--- config.mk ---
export PLATFORM = sky130hd
export DESIGN_NAME = stage_sequencer
export DESIGN_NICKNAME = d
export VERILOG_FILES = /design/src/rtl/stage_sequencer.sv
export SDC_FILE = /design/constraint.sdc
export NUM_CORES = 1
export LEC_CHECK = 0
export ABC_AREA = 0
export ABC_CLOCK_PERIOD_IN_PS = 5170
export CAP_MARGIN = 10
export CORE_ASPECT_RATIO = 0.5
export CORE_MARGIN = 2
export CORE_UTILIZATION = 30
export DETAILED_ROUTE_END_ITERATION = 6
export DONT_BUFFER_PORTS = 1
export SLEW_MARGIN = 5
export SYNTH_ARGS = -nofsm -noshare
export SYNTH_HDL_FRONTEND = slang
export SYNTH_SLANG_ARGS = --single-unit
--- constraint.sdc ---
create_clock -name clk -period 5.17 [get_ports clk]
set_clock_uncertainty 0.2 [all_clocks]
set_input_delay 0.517 -clock clk [delete_from_list [all_inputs] [get_ports clk]]
set_output_delay 0.517 -clock clk [all_outputs]
set_load 0.01 [all_outputs]
--- src/rtl/stage_sequencer.sv ---
// stage_sequencer: multi-cycle instruction sequencer for a small single-issue core.
// Walks each instruction through FETCH -> DECODE -> EXEC -> (MEM | WB | BRCHK) and
// back to FETCH. It keeps sequencing until it meets a halt instruction or reset.
//
// Ports
//   clk, reset                 clock (rising edge) and asynchronous active-high reset
//   start                      leaves IDLE; ignored in every other state
//   instr[15:0]                instruction word (opcode = [15:13], funct = [0])
//   imem_req / imem_ready      fetch request held until the word is valid
//   dmem_read / dmem_write     data strobes held until dmem_ready
//   zero                       ALU zero flag, sampled in BRCHK
//   opcode, ALUsrc, ALUcontrol ALU controls, loaded in DECODE and held until the next DECODE
//   ex_stage                   toggles once on every entry to EXEC
//   reg_write                  one-cycle pulse in WB
//   pc_inc, pc_load            one-cycle pulses in the retiring cycle of an instruction
//   busy, halted               state is not IDLE/HALT; state is HALT
//   instr_count[7:0]           retired-instruction counter (wraps)
//
// pc_inc and pc_load depend on dmem_ready and zero in the retiring cycle, so they are
// decoded from the current state and inputs. Every other output is a register loaded
// from the next state.
//
// Build option: define BRANCH_EN to decode opcode 011 as beq, which adds the BRCHK
// state. Without it, 011 is a NOP.
module stage_sequencer (
    input  logic        clk,
    input  logic        reset,
    input  logic        start,
    input  logic [15:0] instr,
    output logic        imem_req,
    input  logic        imem_ready,
    input  logic        dmem_ready,
    input  logic        zero,
    output logic [2:0]  opcode,
    output logic        ALUcontrol,
    output logic        ALUsrc,
    output logic        ex_stage,
    output logic        dmem_read,
    output logic        dmem_write,
    output logic        reg_write,
    output logic        pc_inc,
    output logic        pc_load,
    output logic        busy,
    output logic        halted,
    output logic [7:0]  instr_count
);

    localparam int unsigned OP_W = 3;
    localparam int unsigned CNT_W = 8;

    localparam logic [2:0] S_IDLE   = 3'd0;
    localparam logic [2:0] S_FETCH  = 3'd1;
    localparam logic [2:0] S_DECODE = 3'd2;
    localparam logic [2:0] S_EXEC   = 3'd3;
    localparam logic [2:0] S_MEM    = 3'd4;
    localparam logic [2:0] S_WB     = 3'd5;
    localparam logic [2:0] S_HALT   = 3'd6;
`ifdef BRANCH_EN
    localparam logic [2:0] S_BRCHK  = 3'd7;
`endif

    localparam logic [OP_W-1:0] OP_R    = 3'b000;
    localparam logic [OP_W-1:0] OP_LW   = 3'b001;
    localparam logic [OP_W-1:0] OP_SW   = 3'b010;
    localparam logic [OP_W-1:0] OP_ADDI = 3'b100;
    localparam logic [OP_W-1:0] OP_HALT = 3'b111;
`ifdef BRANCH_EN
    localparam logic [OP_W-1:0] OP_BEQ  = 3'b011;
`endif

    logic [2:0]       state_q, state_d;
    logic [3:0]       fetch_q, fetch_d;     // latched {opcode, funct}
    logic [OP_W-1:0]  opcode_d;
    logic             alu_src_d, alu_ctl_d;
    logic [CNT_W-1:0] count_d;

    // Only the opcode field and funct bit are needed; the remaining bits feed the datapath elsewhere.
    logic unused_inputs;
`ifdef BRANCH_EN
    assign unused_inputs = ^instr[12:1];
`else
    assign unused_inputs = ^{instr[12:1], zero};
`endif

    // State and latched instruction fields
    always_ff @(posedge clk or posedge reset) begin
        if (reset) begin
            state_q <= S_IDLE;
            fetch_q <= '0;
        end else begin
            state_q <= state_d;
            fetch_q <= fetch_d;
        end
    end

    // Next-state, decode and retire-pulse logic
    always_comb begin
        state_d   = state_q;
        fetch_d   = fetch_q;
        opcode_d  = opcode;
        alu_src_d = ALUsrc;
        alu_ctl_d = ALUcontrol;
        pc_inc    = 1'b0;
        pc_load   = 1'b0;
        case (state_q)
            S_IDLE: begin
                if (start) state_d = S_FETCH;
            end
            S_FETCH: begin
                if (imem_ready) begin
                    fetch_d = {instr[15:13], instr[0]};
                    state_d = S_DECODE;
                end
            end
            S_DECODE: begin
                opcode_d  = fetch_q[3:1];
                alu_src_d = 1'b0;
                alu_ctl_d = 1'b0;
                case (fetch_q[3:1])
                    OP_R:                 alu_ctl_d = fetch_q[0];
                    OP_LW, OP_SW, OP_ADDI: alu_src_d = 1'b1;
`ifdef BRANCH_EN
                    OP_BEQ:               alu_ctl_d = 1'b1;
`endif
                    default: ;
                endcase
                state_d = S_EXEC;
            end
            S_EXEC: begin
                case (opcode)
                    OP_R, OP_ADDI: state_d = S_WB;
                    OP_LW, OP_SW:  state_d = S_MEM;
                    OP_HALT:       state_d = S_HALT;
`ifdef BRANCH_EN
                    OP_BEQ:        state_d = S_BRCHK;
`endif
                    default: begin
                        // NOP retires straight out of EXEC
                        pc_inc  = 1'b1;
                        state_d = S_FETCH;
                    end
                endcase
            end
            S_MEM: begin
                if (dmem_ready) begin
                    if (opcode == OP_LW) begin
                        state_d = S_WB;
                    end else begin
                        pc_inc  = 1'b1;
                        state_d = S_FETCH;
                    end
                end
            end
            S_WB: begin
                pc_inc  = 1'b1;
                state_d = S_FETCH;
            end
`ifdef BRANCH_EN
            S_BRCHK: begin
                pc_load = zero;
                pc_inc  = ~zero;
                state_d = S_FETCH;
            end
`endif
            S_HALT: state_d = S_HALT;
            default: state_d = S_IDLE;
        endcase
        count_d = instr_count + CNT_W'(pc_inc | pc_load);
    end

    // Registered outputs, loaded from the state being entered
    always_ff @(posedge clk or posedge reset) begin
        if (reset) begin
            opcode      <= '0;
            ALUsrc      <= 1'b0;
            ALUcontrol  <= 1'b0;
            ex_stage    <= 1'b0;
            imem_req    <= 1'b0;
            dmem_read   <= 1'b0;
            dmem_write  <= 1'b0;
            reg_write   <= 1'b0;
            busy        <= 1'b0;
            halted      <= 1'b0;
            instr_count <= '0;
        end else begin
            opcode      <= opcode_d;
            ALUsrc      <= alu_src_d;
            ALUcontrol  <= alu_ctl_d;
            ex_stage    <= ex_stage ^ ((state_d == S_EXEC) && (state_q != S_EXEC));
            imem_req    <= (state_d == S_FETCH);
            dmem_read   <= (state_d == S_MEM) && (opcode_d == OP_LW);
            dmem_write  <= (state_d == S_MEM) && (opcode_d == OP_SW);
            reg_write   <= (state_d == S_WB);
            busy        <= (state_d != S_IDLE) && (state_d != S_HALT);
            halted      <= (state_d == S_HALT);
            instr_count <= count_d;
        end
    end

endmodule

-- Word-level counts from Yosys, hierarchy flattened
Index checks and enable logic that the tools add are counted.
- register bits: 27
- bits in latches: 0
- bits in writable memories: 0
- bits in read-only memories: 0
- output and inout port bits: 22
- memories kept: 0
- add/subtract/negate cells: 1
- multiply operators: 0
- divide/modulo/power cells: 0
- magnitude comparators: 0
- equal/unequal tests: 22
- shifts and indexed selects: 0
- muxes and demuxes: 13
- bitwise logic cells: 1
- reduce and logical (&&, ||, !) cells: 13
- operators by type and width (cell ; count):
    3-bit == test (second input constant) ; 9
    3-bit case mux with 7 select lines ; 1
    3-bit by 2-bit == test with 1-bit output (second input constant) ; 6
    3-bit by 1-bit == test with 1-bit output (second input constant) ; 5
    3-bit 2-to-1 mux ; 5
    3-bit zero test ; 3
    3-bit case mux with 3 select lines ; 1
    8-bit by 1-bit adder with 8-bit output ; 1
    1-bit 2-to-1 mux ; 5
    5-bit OR reduction ; 1
    1-bit logical AND ; 4
    2-bit OR reduction ; 2
    3-bit by 2-bit inequality test with 1-bit output (second input constant) ; 1
    3-bit inequality test (second input constant) ; 1
    1-bit case mux with 3 select lines ; 1
    3-bit nonzero test ; 1
    3-bit OR reduction ; 1
    2-bit AND reduction ; 1
    1-bit bitwise XOR ; 1

-- Depth between registers and ports, before layout
Gate-level depths: netlist (run 1).
- depth in word-level cells: 7
- gate-level depth with buffers: 10
- gate-level depth less buffers: 9

-- Worst setup path after synthesis (run 1)
OpenSTA, ideal clock, no wires.
- path kind: reg-to-reg
- start point: reg opcode[1]
- end point: reg instr_count[6]
- arrival time: 2144 ps
- slack: 2746 ps
- stages on the path, launching flop included: 11
- buffers on the path: 1
- clock period less this slack: 2424 ps
- path through: dfrtp_1 buf_2 or3b_4 and2_1 o21ai_1 o21ai_1 ha_1 ha_1 and3_1 nand3_1 xnor2_1
- cells in the longest elaborated chain, start to end: 5
- elaborated cells between the ends (all ways): 11
- classes of those cells: add/sub: 1; eq/ne: 4; mux: 4; reduce/logical: 2
- RTL lines (what ; line ; source):
    from (decl) ; 34 ; output logic [2:0] opcode,
    from (signal assigned) ; 186 ; opcode <= opcode_d;
    3-bit by 1-bit == test with 1-bit output, or another cell as far along ; 130, 146 ;
    5-bit OR reduction (no source line) or 1-bit 2-to-1 mux (tied branches) ; n/a ;
    1-bit 2-to-1 mux (on tied branches) ; 130, 145 ;
    1-bit case mux with 3 select lines * ; 105 ; case (state_q)
    net pc_inc ; 41 ; output logic pc_inc,
    8-bit by 1-bit adder with 8-bit output * ; 168 ; count_d = instr_count + CNT_W'(pc_inc | pc_load);
    net count_d[6] ; 75 ; logic [CNT_W-1:0] count_d;
    to (signal assigned) ; 196 ; instr_count <= count_d;
    to (decl) ; 45 ; output logic [7:0] instr_count
Mark *: on every way through the listed nets, which the timed path passes. The rest lies on a longest branch.
A chain may end at the register's enable or synchronous reset.

-- Worst setup path after layout (run 1)
- start point: reg opcode[0]
- end point: reg instr_count[6]
Same word-level chain as after synthesis.

==> results.md, run 1 <==
- The flow ran to the end, and the final reports show no timing, DRC or antenna violations.
- Setup slack closes at ~2600 ps.
- The number of antenna-violating nets in the routed design is 0.
- The detailed-route vias per instance is 4.80.
- Once layout is complete, the utilization of the core stands at about a third.
- The total power density per cell area is 568 mW/mm².
- The post-route netlist has just under 10% of its cells at a drive strength greater than 1.
- The later-pin clock latency in the skew report is 270 ps.
- TritonCTS built the clock tree.
- STA puts the critical path data required time at between 5000 and 6000 ps.
- The global-route wire length before repair is between 3000 and 4000 µm.
- The total CTS buffers is 3.
- The die is 50.5 µm tall.
- Counting every instance in the synthesized netlist gives between 100 and 150.
- The number of search-and-repair iterations in the first detailed-routing pass is 4.
- The routed length on met2 is 1060 µm.
- In the final routing, the length of wire on met1 measures 1010 µm.
- For this run, the post-layout net count is 138.
- Summed over its instances, the top area cell type makes up between 50% and 60% of the synthesized netlist area.
- Setup repair after global routing left no endpoint under its margin.
- After detailed routing, the met3 layer carries between 150 and 200 µm of wire.
- Yosys printed 0 warnings.
- The leading area contributor after synthesis is sky130_fd_sc_hd__dfrtp_1.
- Synthesis produced a netlist with a net count of 140.
- From synthesis to final layout, the design area changed by 5.39%.
- Of all flip-flops after synthesis, the portion carrying an async set or reset was between 90% and 100%.
- Once the floorplan was initialized, standard cells occupied about 32% of the core.
- The end of the worst register-to-register path is instr_count[6].
- The launch point of the worst path is opcode[0].
- Setup violations remaining at the end of the flow were counted as 0.
- Buffers added to address setup during post-CTS repair amount to 0.
- The worst min-delay path category is input pin to asynchronous set/reset pin.
- The upper clock frequency limit is ~390 MHz.
- STA classifies the critical path startpoint as a flop.
- The via count of the first global-routing pass is ~790.
- The largest net degree at the start of global routing is 28.
- For the pin with the worst max-slew slack, the measured transition is 990 ps.
- The count of buffers added on input and output ports is 0.
- The highest fanout seen on the critical path is 9.
- For this run, the leading register cell type out of synthesis is sky130_fd_sc_hd__dfrtp_1.
- After synthesis the netlist holds a flip-flop and latch count of 27.
- The overall die width is a little under 100 µm.
- The clock transition at the registers of the reported paths is approximately 90 ps.
- The repair_antennas step left the layout with diodes totalling 0.
- Counting along the longest clock path gives a buffer depth of 2.
- The core region is between 0.004 and 0.005 mm².
- For the worst setup path, the data arrival time is 2580 ps.
- The area of the die is about 0.005 mm².
- After detailed routing, the total wire length is roughly 2200 µm.
- The analysis attributes to cell leakage a power of between 0.5 and 0.6 nW.
- The minimum setup slack among reg-to-reg paths is between 2000 and 3000 ps.
- The per-instance average area after synthesis is approximately 11 µm².
- The element type at the critical path end is a flop.
- The boundary pin count is 44.
- By instance count, the leading cell after synthesis is sky130_fd_sc_hd__dfrtp_1.
- The overall global routing resource usage is 10.1%.
- The global route total overflow is 0.
- The post-route fraction of the period consumed by the critical path is 50.1%.
- The DRC violation total after the first TritonRoute iteration is 34.
- The row count is 16.
- Sorting the synthesized cells by area gives the leading types as sky130_fd_sc_hd__dfrtp_1, sky130_fd_sc_hd__mux2_1, sky130_fd_sc_hd__xnor2_1.
- Prior to clock tree synthesis, the placed netlist has a worst setup slack of between 2000 and 3000 ps.
- The number of antenna violations at the first check in global routing is 0.
- The worst voltage drop across the vdd grid is around 0.16 mV.
- After legalization and detailed placement, the total HPWL measured around 1700 µm.
- The final-report max-slew violation count was 0.
- The critical register-to-register path startpoint is opcode[0].
- After clock tree synthesis, the flow added hold-fix buffers numbering 0.
- The number of remaining DRC errors is 0.
- The commonest cells after synthesis are sky130_fd_sc_hd__dfrtp_1, sky130_fd_sc_hd__nand2_1.
- Once the clock tree was built, the resizer swapped 0 gates to a different size.
- Dividing the detail-routed wire length by the instance count gives around 13 µm.
- The number of vias in the routed layout is approximately 800.
- Sequential cells were found to cover 52.0% of the synthesized design area.
- The count of unique library cells instantiated by Yosys is 44.
- The buffer type at the clock tree root is sky130_fd_sc_hd__clkbuf_8.
- For this run, the number of standard cells in the final layout without fillers is around 170.
- Routability-driven placement finished with a final weighted congestion of about 0.75.
- The tool flagged a number of max-cap violations equal to 0.
- The number of endpoints with negative hold slack in the final report is 0.
- By startpoint and endpoint, the worst setup path is classified as flop to flop.
- The highest layer touched by signal routing is met4.
- Measured against its own limit, the worst slew margin works out to ~34%.
- The total placed cells including tap cells is around 160.
- Summing every instance area after synthesis gives 0.00130 mm².
- In this run the number of H-tree levels came out at 1.
- After routing, the total negative slack on setup checks comes to 0 ps.
- The worst path needs between 2000 and 3000 ps of the cycle, external delays included.
- Clock tree synthesis found a total of 27 sinks.
- The worst register-to-register path has a depth of 9.
- The number of enable flip-flop cells after synthesis is 0.
[worst max-delay path: stages (launching register included)]
cell,delay [ps]
sky130_fd_sc_hd__dfrtp_1,550
sky130_fd_sc_hd__or3b_4,440
sky130_fd_sc_hd__and2_1,180
sky130_fd_sc_hd__o21ai_1,100
sky130_fd_sc_hd__o21ai_1,150
sky130_fd_sc_hd__ha_1,250
sky130_fd_sc_hd__ha_1,200
sky130_fd_sc_hd__and3_1,210
sky130_fd_sc_hd__nand3_1,100
sky130_fd_sc_hd__xnor2_1,130
[state kept, by name (all words and copies together) (netlist names)]
register / flops
instr_count: 8
fetch_q: 4
opcode: 3
state_q: 3
ALUcontrol: 1
ALUsrc: 1
busy: 1
dmem_read: 1
dmem_write: 1
ex_stage: 1
halted: 1
imem_req: 1
reg_write: 1
[area by class of cell]
cell class	count	area [µm²]
Inverter	5	18.8
Multi-Input combinational cell	77	561
Clock buffer	3	41.3
Tap cell	54	67.6
Clock inverter	1	5.00
Fill cell	403	2660
Sequential cell	27	676
[stage by stage]
stage                     cell area, µm²  power [mW]  hold WS (ps)
after detailed placement            1320       0.670           284
after global routing                1370       0.852           162
after floorplan                     1300       0.625           249
after CTS                           1370       0.792           149
after global placement              1320       0.664           263
final                               1370       0.778           158
[how the worst max path moves through the flow]
| stage | to | cells after the start |
|---|---|---|
| finish | instr_count[6] | 9 |
| global route | instr_count[6] | 9 |
| CTS | instr_count[6] | 9 |
| global placement | instr_count[6] | 9 |
| floorplan | instr_count[6] | 10 |
| detailed placement | instr_count[6] | 9 |
[report_power, final]
group | total, mW | internal, mW | switching (mW)
Combinational | 0.238 | 0.121 | 0.117
Clock | 0.119 | 0.0540 | 0.0646
Sequential | 0.421 | 0.291 | 0.131
[logic make-up after synthesis]
family | count (synthesis) | share of synthesized area [%]
AND/OR/NAND/NOR | 33 | 16.5
flip-flops | 27 | 52.0
AO/OA/AOI/OAI | 24 | 11.7
buffers and inverters | 12 | 4.82
XOR/XNOR | 9 | 6.07
multiplexers | 7 | 5.97
adder cells (fa/ha/maj) | 3 | 2.70
other | 1 | 0.289
[layout by cell type (no fill, tap or decap), drive strengths merged, types with 2 or more instances in the layout]
master  Yosys  layout
a21oi       2       2
a31oi       2       2
clkbuf      0       3
dfrtp      27      27
ha          2       2
inv         5       5
mux2        6       6
nand2       7       7
nand3       3       3
nor2        4       4
nor2b       2       2
nor3b       4       4
o21ai      10      10
o22ai       3       3
xnor2       5       5
xor2        4       4
[per-layer routing]
metal	track usage, %	vias up
li1	-	393
met1	11.8	385
met2	16.9	21
met3	5.01	2
met4	2.82	0
met5	0	-
Power figures use the tool's default switching activity.
==> run 2: changes to the inputs <==
- ABC_CLOCK_PERIOD_IN_PS: 5170 -> 2490
- clock period: 5.17 -> 2.49 ns (I/O delays scaled with it)
==> results.md, run 2 (synthesized netlist as in run 1, its figures left out) <==
- The flow ran to the end, and the final reports show no timing, DRC or antenna violations.
- The later-pin clock latency in the skew report is 270 ps (about the same).
- The number of vias in the routed layout is 856 (+6.9%).
- The CTS tree is done.
- The number of fillers in the final layout was 398 (-1.2%).
- The initial core utilization came to 32.3% (unchanged).
- The number of clock sinks came to 27 (unchanged).
- The number of max-cap violations came to 0 (unchanged).
- The area used by sequential logic in the layout is 677 µm² (+0.19%).
- The critical path's largest stage delay came to 450 ps (-100 ps).
- The overall global routing resource usage is 10.4% (+0.29 points).
- The number of remaining DRC errors was 0 (unchanged).
- The tightest min-delay check is of the input pin to flop type.
- The final-report max-slew violation count was 0 (unchanged).
- The routed wire length is 2310 µm (+3.0%).
- The number of levels the H-tree was split into came to 1 (unchanged).
- The arrival time reported for the critical path endpoint is 2340 ps (-240 ps).
- The net switching component of the power is 673 µW (+120%).
- The clock transition at the registers of the reported paths is 90 ps (about the same).
- The post-route fraction of the period consumed by the critical path was 94.0% (+44 points).
- The library cell used most frequently in the layout, excluding fill and tap cells, is sky130_fd_sc_hd__dfrtp_1.
- The buffer type at the clock tree root is sky130_fd_sc_hd__clkbuf_8.
- STA classifies the critical path endpoint as a flop.
- The overall die width was 97.1 µm (unchanged).
- The total CTS buffers came to 3 (unchanged).
- The post-route minimum period is 2340 ps (-247 ps).
- Setup repair after global routing left no endpoint under its margin.
- The post-CTS setup-driven buffer insertion count is 0 (unchanged).
- The row count was 16 (unchanged).
- The proportion of total power due to net switching is 39.3% (-0.89 points).
- The boundary pin count came to 44 (unchanged).
- The post-layout instance area is 0.00148 mm² (+8.3%).
- The type of element launching the critical path is a flop.
- The area of the die is 0.00490 mm² (unchanged).
- The kind of critical path is flop to flop.
- The multi-input combinational cell area was 563 µm² (+0.45%).
- The number of search-and-repair iterations in the first detailed-routing pass is 4 (unchanged).
- The floorplan die height was 50.5 µm (unchanged).
- The number of antenna violations at the first check in global routing was 0 (unchanged).
- The number of endpoints with negative hold slack in the final report is 0 (unchanged).
- The global route total overflow is 0 (unchanged).
- The estimated wirelength of the detail-placed design is 1750 µm (+4.9%).
- The cell-internal power is 1.04 mW (+120%).
- The count of buffers inserted at the top-level ports came to 0 (unchanged).
- The clock network fraction of design power is 14.2% (-1.0 points).
- The number of inserted diodes is 0 (unchanged).
- The number of antenna-violating nets in the routed design was 0 (unchanged).
- The upper clock frequency limit is 427 MHz (+11%).
- The via count of the first global-routing pass is 809 (+2.8%).
- The standby leakage power is 0.649 nW (+9.7%).
- The worst path required time is 2490 ps (-2670 ps).
- The net total in the final layout was 151 (+9.4%).
- The fraction of layout cells with a size suffix above 1 is 16.7% (+6.9 points).
- The detailed-route vias per instance came to 4.76 (-0.85%).
- The area growth from synthesis to layout is 14.2%.
- The final total negative setup slack came to 0 ps (unchanged).
- The placed standard-cell area is 0.00138 mm² (+4.5%).
- The highest fanout seen on the critical path is 6 (-3).
- The maximum root-to-sink buffer count is 2 (unchanged).
- The worst voltage drop across the vdd grid is 0.336 mV (+110%).
- The total power density per cell area is 1160 mW/mm² (+100%).
- The top cell types in the final layout, fill and taps aside, are sky130_fd_sc_hd__dfrtp_1, sky130_fd_sc_hd__buf_4, sky130_fd_sc_hd__nand2_1.
- The register with the most flip-flops is instr_count.
- The sequential fraction of design power is 49.0% (-5.2 points).
- The final weighted congestion in routability-driven placement came to 0.790 (+5.8%).
- The largest registers in the layout are instr_count (8), fetch_q (4).
- The flip-flop count of the largest register after layout is 8 (unchanged).
- The placeable core region came to 0.00402 mm² (unchanged).
- The critical path's slowest cell is sky130_fd_sc_hd__dfrtp_2.
- The smallest hold slack is 27.7 ps (-130 ps).
- The power share of the combinational group is 36.8% (+6.2 points).
- By instance count, the cell type seen most on the critical path is sky130_fd_sc_hd__o21ai_1.
- The number of setup violations in the final report is 0 (unchanged).
- The global-route wire length before repair came to 4000 µm (+4.1%).
- The largest net degree at the start of global routing came to 27 (-3.6%).
- The final routed wire length divided by cell count is 12.9 µm (-4.4%).
- Walking the worst path, the cells encountered are or3b_4 > and2_1 > o21ai_1 > o21ai_1 > ha_2 > ha_1 > and3_1 > nand3_1 > xnor2_1.
- The DRC violation total after the first TritonRoute iteration came to 59 (+74%).
-- run 2: changes by cell type in the layout (fill, tap and decap cells not counted) --
cell                            before  now
sky130_fd_sc_hd__ha_1                2    1
sky130_fd_sc_hd__dfrtp_1            27   26
sky130_fd_sc_hd__dlygate4sd3_1       0    5
sky130_fd_sc_hd__dfrtp_2             0    1
sky130_fd_sc_hd__buf_4               0    8
sky130_fd_sc_hd__ha_2                0    1
-- run 2: final timing paths --
path                       depth (start not counted)        endpoint       start  slack (ps)
min reg2reg                                        1      fetch_q[0]  fetch_q[0]         300
min                                                2       reg_write  dmem_ready          30
max reg2reg                                        9  instr_count[6]   opcode[1]         150
max in group asynchronous                          3       opcode[1]       reset        1520
min in group asynchronous                          2      dmem_write       reset          60
max                                                9  instr_count[6]   opcode[1]         150
-- run 2: worst max-delay path: cells and delay by family (launching register included) --
family	cells	cell delay, ps
xor+xnor	1	120
fa+ha+maj	2	400
flops	1	450
simple gates	4	890
compound gates	2	220
-- run 2: timing repair --
action,in CTS,in global routing
gates resized for setup,0,2
endpoints found under the setup margin,0,1
endpoints found under the hold margin,31,0
hold buffers,5,0
-- run 2: cell type report --
| type | instances | area share [%] |
|---|---|---|
| clock buffers | 3 | 2.78 |
| repair buffers | 13 | 7.43 |
| clock inverters | 1 | 0.338 |
| inverters | 5 | 1.27 |
| multi-input cells | 77 | 38.0 |
| well taps | 54 | 4.56 |
| flip-flops and latches | 27 | 45.7 |
-- run 2: per-layer routing --
| layer | vias to the layer above | share of wire, % | track usage (%) |
|---|---|---|---|
| met5 | - | 0 | 0 |
| met4 | 0 | 0.52 | 2.11 |
| met3 | 2 | 4.5 | 4.74 |
| met2 | 15 | 47 | 17.5 |
| met1 | 416 | 48 | 12.6 |
| li1 | 423 | - | - |
-- run 2: through the flow --
step	util, %	power [mW]	setup WS [ps]	cells
3_5_place_dp	34.4	1.48	116	171
6_report	36.8	1.71	148	180
4_1_cts	36.8	1.73	95.3	180
3_3_place_gp	34.4	1.46	153	171
5_1_grt	36.8	1.88	17.6	180
2_1_floorplan	-	1.30	66.3	116
-- run 2: power by group through the flow --
stage	sequential (mW)	combinational, mW	clock (mW)
after floorplan	0.780	0.518	0
after global placement	0.842	0.619	0
final	0.840	0.630	0.244
after global routing	0.876	0.727	0.280
after detailed placement	0.848	0.628	0
after CTS	0.838	0.638	0.255
==> run 3: changes to the inputs <==
- ABC_CLOCK_PERIOD_IN_PS: 2490 -> 2100
- clock period: 2.49 -> 2.1 ns (I/O delays scaled with it)
==> results.md, run 3 (synthesized netlist as in run 1, its figures left out) <==
- The final reports fail on hold timing, setup timing.
- The final weighted congestion in routability-driven placement came to 0.810 (+2.6%).
- The register with the most flip-flops is instr_count.
- The kind of critical path is flop to flop.
- The smallest setup slack after layout is -54.9 ps (-203 ps).
- The number of search-and-repair iterations in the first detailed-routing pass is 4 (unchanged).
- The area used by sequential logic in the layout is 676 µm² (-0.18%).
- The total placed cells including tap cells is 178 (+4.1%).
- The worst min-delay path category is input pin to flop.
- The depth of the most critical reg-to-reg path is 9 (unchanged).
- The number of cells in the finished layout apart from fillers is 187 (+3.9%).
- The overall global routing resource usage came to 11.0% (+0.62 points).
- The number of hold-repair buffers added at the cts stage was 5 (unchanged).
- In the final layout, the registers with the most flip-flops are instr_count (8), fetch_q (4).
- The floorplan die height was 50.5 µm (unchanged).
- The number of setup violations in the final report is 3 (+3).
- The signal on the critical path passes through or3b_4 > and2_4 > o21ai_2 > o21ai_2 > ha_4 > ha_4 > and3_4 > nand3_2 > xnor2_1.
- The critical path's slowest cell is sky130_fd_sc_hd__dfrtp_1.
- The net total in the final layout came to 158 (+4.6%).
- The number of max-cap violations is 0 (unchanged).
- The number of levels the H-tree was split into came to 1 (unchanged).
- In this run the clock root is driven by a sky130_fd_sc_hd__clkbuf_8.
- The type of element launching the critical path is a flop.
- The cell depth of the worst hold path came to 2 (unchanged).
- The post-route minimum period was 2150 ps (-187 ps).
- The worst register-to-register path begins at opcode[1].
- The worst register-to-register path ends at instr_count[6].
- The worst voltage drop across the vdd grid is 0.394 mV (+17%).
- The estimated wirelength of the detail-placed design was 1930 µm (+10%).
- The initial core utilization came to 32.3% (unchanged).
- The largest net degree at the start of global routing is 28 (+3.7%).
- The DRC violation total after the first TritonRoute iteration is 32 (-46%).
- The maximum root-to-sink buffer count was 2 (unchanged).
- Setup repair after global routing could not meet its margin everywhere.
- The worst path required time was 2100 ps (-390 ps).
- The via count of the first global-routing pass was 899 (+11%).
- Leaving out fill and tap cells, the most frequent cells in the layout are sky130_fd_sc_hd__dfrtp_1, sky130_fd_sc_hd__buf_4, sky130_fd_sc_hd__nand2_1.
- The flip-flop count of the largest register after layout is 8 (unchanged).
- The global route total overflow came to 0 (unchanged).
- The row count is 16 (unchanged).
- The placeable core region is 0.00402 mm² (unchanged).
- The multi-input combinational cell area is 609 µm² (+8.2%).
- The clock transition at the registers of the reported paths was 100 ps (about the same).
- The fraction of layout cells with a size suffix above 1 is 25.6% (+8.9 points).
- The number of antenna-violating nets in the routed design was 0 (unchanged).
- The sum of internal, switching and leakage power is 2.19 mW (+28%).
- The upper clock frequency limit is 464 MHz (+8.7%).
- The global-route wire length before repair came to 4210 µm (+5.2%).
- The total power density per cell area was 1380 mW/mm² (+19%).
- The minimum setup slack among reg-to-reg paths is -50 ps (-200 ps).
- The number of vias in the routed layout is 883 (+3.2%).
- The number of clock sinks is 27 (unchanged).
- The worst min-delay path endpoint is reg_write.
- The number of inserted diodes is 0 (unchanged).
- The boundary pin count is 44 (unchanged).
- In this run the most critical hold path is launched from dmem_ready.
- The run finished, with violations left.
- The highest fanout seen on the critical path is 4 (-2).
- The routed wire length is 2480 µm (+7.3%).
- The CTS tree is done.
- The critical path's largest stage delay is 420 ps (-30 ps).
- The final routed wire length divided by cell count is 13.3 µm (+3.2%).
- The area of the die is 0.00490 mm² (unchanged).
- The number of endpoints with negative hold slack in the final report was 1 (+1).
- The number of antenna violations at the first check in global routing is 0 (unchanged).
- The later-pin clock latency in the skew report came to 280 ps (about the same).
- The post-CTS setup-driven buffer insertion count is 0 (unchanged).
- The final core utilization is 39.5% (+2.7 points).
- The final-report max-slew violation count came to 0 (unchanged).
- From synthesis to final layout, the design area changed by 22.4%.
- The count of buffers inserted at the top-level ports is 0 (unchanged).
- The final total negative setup slack was -134 ps (-134 ps).
- The post-route fraction of the period consumed by the critical path is 103% (+8.6 points).
- The arrival time reported for the critical path endpoint is 2150 ps (-190 ps).
- The leading cell type in the layout, fill and taps excluded is sky130_fd_sc_hd__dfrtp_1.
- The detailed-route vias per instance came to 4.72 (-0.71%).
- The smallest hold slack was -23.1 ps (-50.8 ps).
- The standby leakage power is 0.685 nW (+5.6%).
- The element type at the critical path end is a flop.
- The number of fillers in the final layout is 372 (-6.5%).
- The overall die width came to 97.1 µm (unchanged).
- The number of remaining DRC errors came to 0 (unchanged).
- The total CTS buffers is 3 (unchanged).
run 3: worst max path at each step:
stage / start / to / cells after the start
after floorplan: opcode[1] / instr_count[6] / 10
after global placement: opcode[1] / instr_count[6] / 9
after detailed placement: opcode[1] / instr_count[6] / 9
after CTS: opcode[1] / instr_count[6] / 9
after global routing: opcode[1] / instr_count[6] / 9
final: opcode[1] / instr_count[6] / 9
run 3: worst max-delay path, delay by kind of cell, from the launching register on:
kind | cells | cell delay (ps)
AO/OA/AOI/OAI | 2 | 230
flip-flops | 1 | 420
adder cells (fa/ha/maj) | 2 | 330
AND/OR/NAND/NOR | 4 | 790
XOR/XNOR | 1 | 110
run 3: layout make-up:
type	count	area share (%)
clock inverter	1	0.472
timing repair buffer	20	10.7
multi-input combinational	77	38.3
clock buffer	3	2.60
sequential	27	42.5
inverter	5	1.18
tap	54	4.25
run 3: timing repair:
action / in CTS / in global routing
endpoints found under the setup margin: 6 / 6
hold endpoints to repair: 32 / 1
pin swaps: 5 / 1
gates cloned: 0 / 0
resized for setup: 3 / 2
run 3: metal layers:
layer / vias up / part of all wire (%) / track usage, %
met4: 0 / 1.1 / 3.52
met3: 2 / 4.7 / 3.90
met1: 423 / 46 / 12.9
met2: 20 / 48 / 19.3
li1: 438 / - / -
met5: - / 0 / 0
run 3: where the power goes:
part | switching [mW] | internal (mW) | total [mW]
registers | 0.248 | 0.717 | 0.965
clock network | 0.167 | 0.135 | 0.302
logic | 0.449 | 0.477 | 0.926
total | 0.864 | 1.33 | 2.19
run 3: through the flow:
stage | instance area (µm²) | worst slack (ps)
after floorplan | 1340 | -198
after global placement | 1470 | -74.0
after detailed placement | 1470 | -104
after CTS | 1580 | -107
after global routing | 1590 | -151
final | 1590 | -54.9
